==> config.mk <==
export PLATFORM = sky130hd
export DESIGN_NAME = decoder_scan_flat
export DESIGN_NICKNAME = d
export VERILOG_FILES = /design/src/rtl/decoder_scan_if.sv /design/src/rtl/decoder_scan.sv /design/src/flat_wrapper.sv
export SDC_FILE = /design/constraint.sdc
export NUM_CORES = 1
export LEC_CHECK = 0
export CAP_MARGIN = 20
export CORE_AREA = 4 4 66 83
export CTS_CLUSTER_SIZE = 14
export DETAILED_ROUTE_END_ITERATION = 8
export DIE_AREA = 0 0 70 87
export GPL_TIMING_DRIVEN = 0
export MAX_ROUTING_LAYER = met4
export PLACE_DENSITY = 0.55
export REMOVE_ABC_BUFFERS = 1
export SLEW_MARGIN = 10
export SYNTH_ARGS = -nofsm -noshare
export SYNTH_HDL_FRONTEND = slang
export SYNTH_SLANG_ARGS = --single-unit
==> constraint.sdc <==
create_clock -name clk -period 5.4 [get_ports clk]
set_clock_uncertainty 0.05 [all_clocks]
set_input_delay 0.81 -clock clk [delete_from_list [all_inputs] [get_ports clk]]
set_output_delay 0.81 -clock clk [all_outputs]
set_load 0.02 [all_outputs]
==> src/rtl/decoder_scan_if.sv <==
// Bus bundle for the scanning decoder: control inputs from the controller,
// registered select/index/wrap outputs back from the decoder.
interface decoder_scan_if #(
    parameter int N       = 3,
    parameter int DWELL_W = 8
);
    logic               E;
    logic               mode;
    logic [N-1:0]       A;
    logic [DWELL_W-1:0] dwell;
    logic [2**N-1:0]    S;
    logic [N-1:0]       idx;
    logic               wrap;

    modport master (
        output E, mode, A, dwell,
        input  S, idx, wrap
    );

    modport slave (
        input  E, mode, A, dwell,
        output S, idx, wrap
    );
endinterface

==> src/rtl/decoder_scan.sv <==
// Registered N-to-2^N select decoder with a DIRECT mode (decode A) and a SCAN
// mode that steps through outputs 0..M-1, holding each for dwell+1 cycles.
module decoder_scan #(
    parameter int N          = 3,
    parameter int M          = 8,
    parameter int DWELL_W    = 8,
    parameter int ACTIVE_LOW = 0
) (
    input  logic          clk,
    input  logic          rst,
    decoder_scan_if.slave bus
);
    localparam int          SW       = 2**N;
    localparam logic [N-1:0] LAST_IDX = N'(M - 1);

    typedef enum logic [1:0] {
        ST_OFF    = 2'd0,
        ST_DIRECT = 2'd1,
        ST_SCAN   = 2'd2
    } state_t;

    state_t             state_r;
    state_t             state_nxt_s;
    logic [N-1:0]       idx_r;
    logic [N-1:0]       idx_nxt_s;
    logic [DWELL_W-1:0] cnt_r;
    logic [DWELL_W-1:0] cnt_nxt_s;
    logic [SW-1:0]      sel_r;
    logic [SW-1:0]      sel_nxt_s;
    logic               wrap_r;
    logic               wrap_nxt_s;
    logic               resume_r;
    logic               resume_nxt_s;
    logic               scan_continue_s;

    function automatic logic [SW-1:0] decode_sel(input logic [N-1:0] a, input logic on);
        logic [SW-1:0] v;
        v = {SW{1'b0}};
        if (on) begin
            v[a] = 1'b1;
        end else begin
            v = {SW{1'b0}};
        end
        if (ACTIVE_LOW != 0) begin
            v = ~v;
        end else begin
            v = v;
        end
        return v;
    endfunction

    // Next-state and next-output evaluation; actions follow the state being entered.
    always_comb begin
        state_nxt_s     = state_r;
        idx_nxt_s       = idx_r;
        cnt_nxt_s       = cnt_r;
        sel_nxt_s       = sel_r;
        wrap_nxt_s      = 1'b0;
        resume_nxt_s    = resume_r;
        scan_continue_s = 1'b0;

        if (!bus.E) begin
            state_nxt_s = ST_OFF;
        end else if (!bus.mode) begin
            state_nxt_s = ST_DIRECT;
        end else begin
            state_nxt_s = ST_SCAN;
        end

        // A scan continues if it was running, or was paused by E and never left SCAN.
        scan_continue_s = (state_r == ST_SCAN) || ((state_r == ST_OFF) && resume_r);

        case (state_nxt_s)
            ST_OFF: begin
                sel_nxt_s  = decode_sel({N{1'b0}}, 1'b0);
                wrap_nxt_s = 1'b0;
            end
            ST_DIRECT: begin
                idx_nxt_s    = bus.A;
                cnt_nxt_s    = {DWELL_W{1'b0}};
                sel_nxt_s    = decode_sel(bus.A, 1'b1);
                wrap_nxt_s   = 1'b0;
                resume_nxt_s = 1'b0;
            end
            ST_SCAN: begin
                if (!scan_continue_s) begin
                    idx_nxt_s  = {N{1'b0}};
                    cnt_nxt_s  = {DWELL_W{1'b0}};
                    wrap_nxt_s = 1'b0;
                end else if (cnt_r >= bus.dwell) begin
                    cnt_nxt_s = {DWELL_W{1'b0}};
                    if (idx_r == LAST_IDX) begin
                        idx_nxt_s  = {N{1'b0}};
                        wrap_nxt_s = 1'b1;
                    end else begin
                        idx_nxt_s  = idx_r + N'(1);
                        wrap_nxt_s = 1'b0;
                    end
                end else begin
                    cnt_nxt_s  = cnt_r + DWELL_W'(1);
                    wrap_nxt_s = 1'b0;
                end
                sel_nxt_s    = decode_sel(idx_nxt_s, 1'b1);
                resume_nxt_s = 1'b1;
            end
            default: begin
                idx_nxt_s    = {N{1'b0}};
                cnt_nxt_s    = {DWELL_W{1'b0}};
                sel_nxt_s    = decode_sel({N{1'b0}}, 1'b0);
                wrap_nxt_s   = 1'b0;
                resume_nxt_s = 1'b0;
            end
        endcase
    end

    // State register.
    always_ff @(posedge clk) begin
        if (rst) begin
            state_r <= ST_OFF;
        end else begin
            state_r <= state_nxt_s;
        end
    end

    // Datapath and output registers.
    always_ff @(posedge clk) begin
        if (rst) begin
            idx_r    <= {N{1'b0}};
            cnt_r    <= {DWELL_W{1'b0}};
            sel_r    <= decode_sel({N{1'b0}}, 1'b0);
            wrap_r   <= 1'b0;
            resume_r <= 1'b0;
        end else begin
            idx_r    <= idx_nxt_s;
            cnt_r    <= cnt_nxt_s;
            sel_r    <= sel_nxt_s;
            wrap_r   <= wrap_nxt_s;
            resume_r <= resume_nxt_s;
        end
    end

    assign bus.S    = sel_r;
    assign bus.idx  = idx_r;
    assign bus.wrap = wrap_r;
endmodule
==> src/flat_wrapper.sv <==
// flat-port wrapper written by rule: the top's interface ports become plain ports
module decoder_scan_flat 
#(
    parameter int N          = 3,
    parameter int M          = 8,
    parameter int DWELL_W    = 8,
    parameter int ACTIVE_LOW = 0
)
  (clk, rst, bus_E, bus_mode, bus_A, bus_dwell, bus_S, bus_idx, bus_wrap);
  decoder_scan_if #(.N(N), .DWELL_W(DWELL_W)) bus_i ();
  input  logic clk;
  input  logic rst;
  input wire logic [$bits(bus_i.E)-1:0] bus_E;
  input wire logic [$bits(bus_i.mode)-1:0] bus_mode;
  input wire logic [$bits(bus_i.A)-1:0] bus_A;
  input wire logic [$bits(bus_i.dwell)-1:0] bus_dwell;
  output wire logic [$bits(bus_i.S)-1:0] bus_S;
  output wire logic [$bits(bus_i.idx)-1:0] bus_idx;
  output wire logic [$bits(bus_i.wrap)-1:0] bus_wrap;
  assign bus_i.E = bus_E;
  assign bus_i.mode = bus_mode;
  assign bus_i.A = bus_A;
  assign bus_i.dwell = bus_dwell;
  assign bus_S = bus_i.S;
  assign bus_idx = bus_i.idx;
  assign bus_wrap = bus_i.wrap;
  decoder_scan #(.N(N), .M(M), .DWELL_W(DWELL_W), .ACTIVE_LOW(ACTIVE_LOW)) u_core (.clk(clk), .rst(rst), .bus(bus_i));
endmodule
==> out/metrics.yaml, run 1 <==
synthesis:
  synth.most_common_cell: "dfxtp_1"
  synth_enable_flop_cells: 0
  synthAdderAreaFrac_pct: 10.19
  synthDistinctLibCells: 38
  synth_ff_type: "dfxtp_1"
  synth_xor_area_share_pct: 0
  synth_top_family_by_area: "simple AND/OR/NAND/NOR gates"
  seq_area_frac_synth_pct: 34.11
  synth_top_area_share_pct: 34.11
  synth_mux_area_share_pct: 1.483
  synth.avg_cell_area_um2: 8.036
  ys_warn_count: 0
  postSynthCellCount: 168
  yosys-top-cells-count: "dfxtp_1 (23), nand2_1 (22), nor2_1 (15)"
  ys_top_cells_by_area: "dfxtp_1 (34%), ha_1 (10%), nand2_1 (6.1%)"
  synthArstFlopShare_pct: 0
  synth-compound-area-share_pct: 22.15
  synth-simple-area-share_pct: 25.30
  synth_area_um2: 1350
  yosysTopAreaCell: "dfxtp_1"
  ys_ff_latch: 23
global_routing:
  antenna_found_initial: 0
  grt_pass1_vias: 1216
  grt_usage_pct: 11.10
  grt_max_degree: 19
  grt_first_pass_wirelength_um: 5375
  grt_overflow: 0
floorplanning:
  fp.dieH_um: 87
  pin_count: 27
  die_area_um2: 6090
  initial_core_util_pct: 28.76
  core_um2: 4695
  num_rows: 28
  die_x_um: 70
pwr:
  total_power_mw: 0.3352
  p_int_mw: 0.2480
  cellLeakagePower_nw: 0.6309
  ir_worst_vdd_v: 0.0001139
  powerDensity_nw_per_um2: 197.6
  p_sw_share_pct: 26.02
  p_clk_share_pct: 32.7
  seqPwrFrac_pct: 52.5
  power_frac_comb_pct: 14.8
  switchingPower_mw: 0.08722
sta:
  hold_viol: 0
  fmax_mhz: 315.1
  worst_pin_slew_ns: 0.6729
  finalSetupViolCount: 0
  tns_ns: 0
  drv_slew: 0
  rsz0062_at_grt: "no"
  fin_hold_ws_ns: 0.4116
  fin_crit_ns: 3.174
  timing.final.ws_setup_ns: 2.226
  maxSlewHeadroom_pct: 55.00
  timing.final.crit_share_pct: 58.78
detailed_routing:
  ant_nets: 0
  first_iter_violations: 24
  drc: 0
  routedWlPerCell_um: 12.56
  drt_wl_total_um: 3177
  dr.pass1.iters: 4
  dr_total_vias: 1264
  via_per_inst: 4.996
cts:
  cts.sinks: 23
  cts-root-buf: "clkbuf_8"
  postCtsHoldBufs: 0
  cts_setup_buffers: 0
  clk_pin_slew_ns: 0.09
  cts_max_level: 1
  cts_buffers: 3
  cts_buffer_depth: 2
  cts_tree: "done"
  clk_latency_ns: 0.26
  cts_resized: 0
final_layout:
  postLayoutCoreUtil_pct: 36.14
  drive_gt1_share_pct: 7.772
  syn2layout_area_growth_pct: 25.67
  ff_latch_area_um2: 460.4
  n_antenna_cell: 0
  finalInstanceArea_um2: 1697
  multi_input_area_um2: 798.3
  final_cells: 253
  fillers: 520
  fin_nets: 220
placed_design:
  dp_hpwl_um: 2393
  place_inst: 249
  place_area_um2: 1650
  gp_congestion: 0.7795
  place_ws_ns: 1.920
  portBuffers: 26
critical_path:
  crit_type: "in2reg"
  crit_path_end_kind: "register"
  cp.arrival_ns: 3.27
  start_kind: "input port"
  worstPathRequired_ns: 5.50
  critical_path.max_fanout: 16
flow_run:
  drv_cap: 0
hold_path:
  holdCritPathClass: "reg2reg"
status:
  status: "complete, no violations"
## sequential cells by signal, summed over array words and instances (netlist names)
| signal | count |
|---|---|
| u_core.cnt_r | 8 |
| u_core.resume_r | 1 |
| u_core.bus.wrap | 1 |
| u_core.state_r | 2 |
| u_core.bus.S | 8 |
| u_core.bus.idx | 3 |
## power groups by stage
stage / sequential [mW] / combinational (mW) / clock (mW)
final: 0.176 / 0.0498 / 0.110
after global routing: 0.177 / 0.0553 / 0.122
after CTS: 0.176 / 0.0503 / 0.113
after detailed placement: 0.180 / 0.0499 / 0
after global placement: 0.180 / 0.0496 / 0
after floorplan: 0.182 / 0.0224 / 0
## area by class of cell
type,instances,area share (%)
clock buffers,3,2.434
clock inverters,1,0.2950
inverters,15,3.319
multi-input cells,125,47.05
flip-flops and latches,23,27.14
well taps,60,4.425
repair buffers,26,15.34
## path summary, 6_finish.rpt
kind                        start               to  slack, ns  depth (start not counted)
hold / removal    u_core.resume_r  u_core.resume_r       0.41                          2
setup reg to reg  u_core.cnt_r[5]  u_core.bus.S[1]       2.87                          7
hold reg to reg   u_core.resume_r  u_core.resume_r       0.41                          2
setup / recovery     bus_dwell[5]  u_core.bus.S[1]       2.23                          9
## cells in the final DEF (no fill, tap or decap), types with 3 or more instances in the layout
| master | synthesis | layout |
|---|---|---|
| nand4_1 | 3 | 3 |
| o211ai_1 | 3 | 3 |
| clkbuf_8 | 0 | 3 |
| ha_1 | 11 | 11 |
| o21ai_0 | 6 | 6 |
| nand2b_1 | 3 | 3 |
| a31oi_1 | 6 | 6 |
| a21oi_1 | 11 | 11 |
| clkdlybuf4s50_1 | 0 | 26 |
| nor2_1 | 15 | 15 |
| nor3_1 | 6 | 6 |
| dfxtp_1 | 23 | 23 |
| inv_1 | 14 | 14 |
| o32ai_1 | 6 | 6 |
| or2_2 | 3 | 3 |
| nand3_1 | 3 | 3 |
| o31ai_1 | 3 | 3 |
| nand2_1 | 22 | 22 |
| and3_1 | 3 | 3 |
## per-layer routing
layer / track usage, % / up-vias / part of all wire (%)
met1: 13.27 / 577 / 46
li1: - / 654 / -
met3: 1.963 / 4 / 3.4
met2: 19.09 / 29 / 49
met4: 3.310 / 0 / 0.98
met5: - / - / 0
## worst max-delay path: stages
cell	delay, ns
clkdlybuf4s50_1	0.45
inv_1	0.04
ha_1	0.31
a21oi_2	0.14
nor2_1	0.07
a211oi_4	0.38
and2_1	0.59
mux2i_1	0.38
o31ai_1	0.10
## cell families (layout without fill, tap and decap cells)
logic type,after synthesis,count (layout)
adder cells (fa/ha/maj),11,11
flip-flops,23,23
AO/OA/AOI/OAI,43,43
multiplexers,2,2
buffers and inverters,20,45
AND/OR/NAND/NOR,69,69
Note: power is estimated with default switching activity, not from simulation.
==> inputs of run 2 (changes only) <==
clock period = 3.25 ns   (was 5.4 ns; I/O delays follow)
==> results of run 2 <==
The final DEF is identical to that of run 1. Status: complete, no violations.
Among the figures that moved: setup slack after placement 1.920 ns -> 0.09206 ns; setup slack after layout 2.226 ns -> 0.3984 ns; register-to-register setup slack 2.87 ns -> 0.72 ns; total power 0.3352 mW -> 0.5570 mW; worst IR drop on VDD 0.0001139 V -> 0.0001892 V
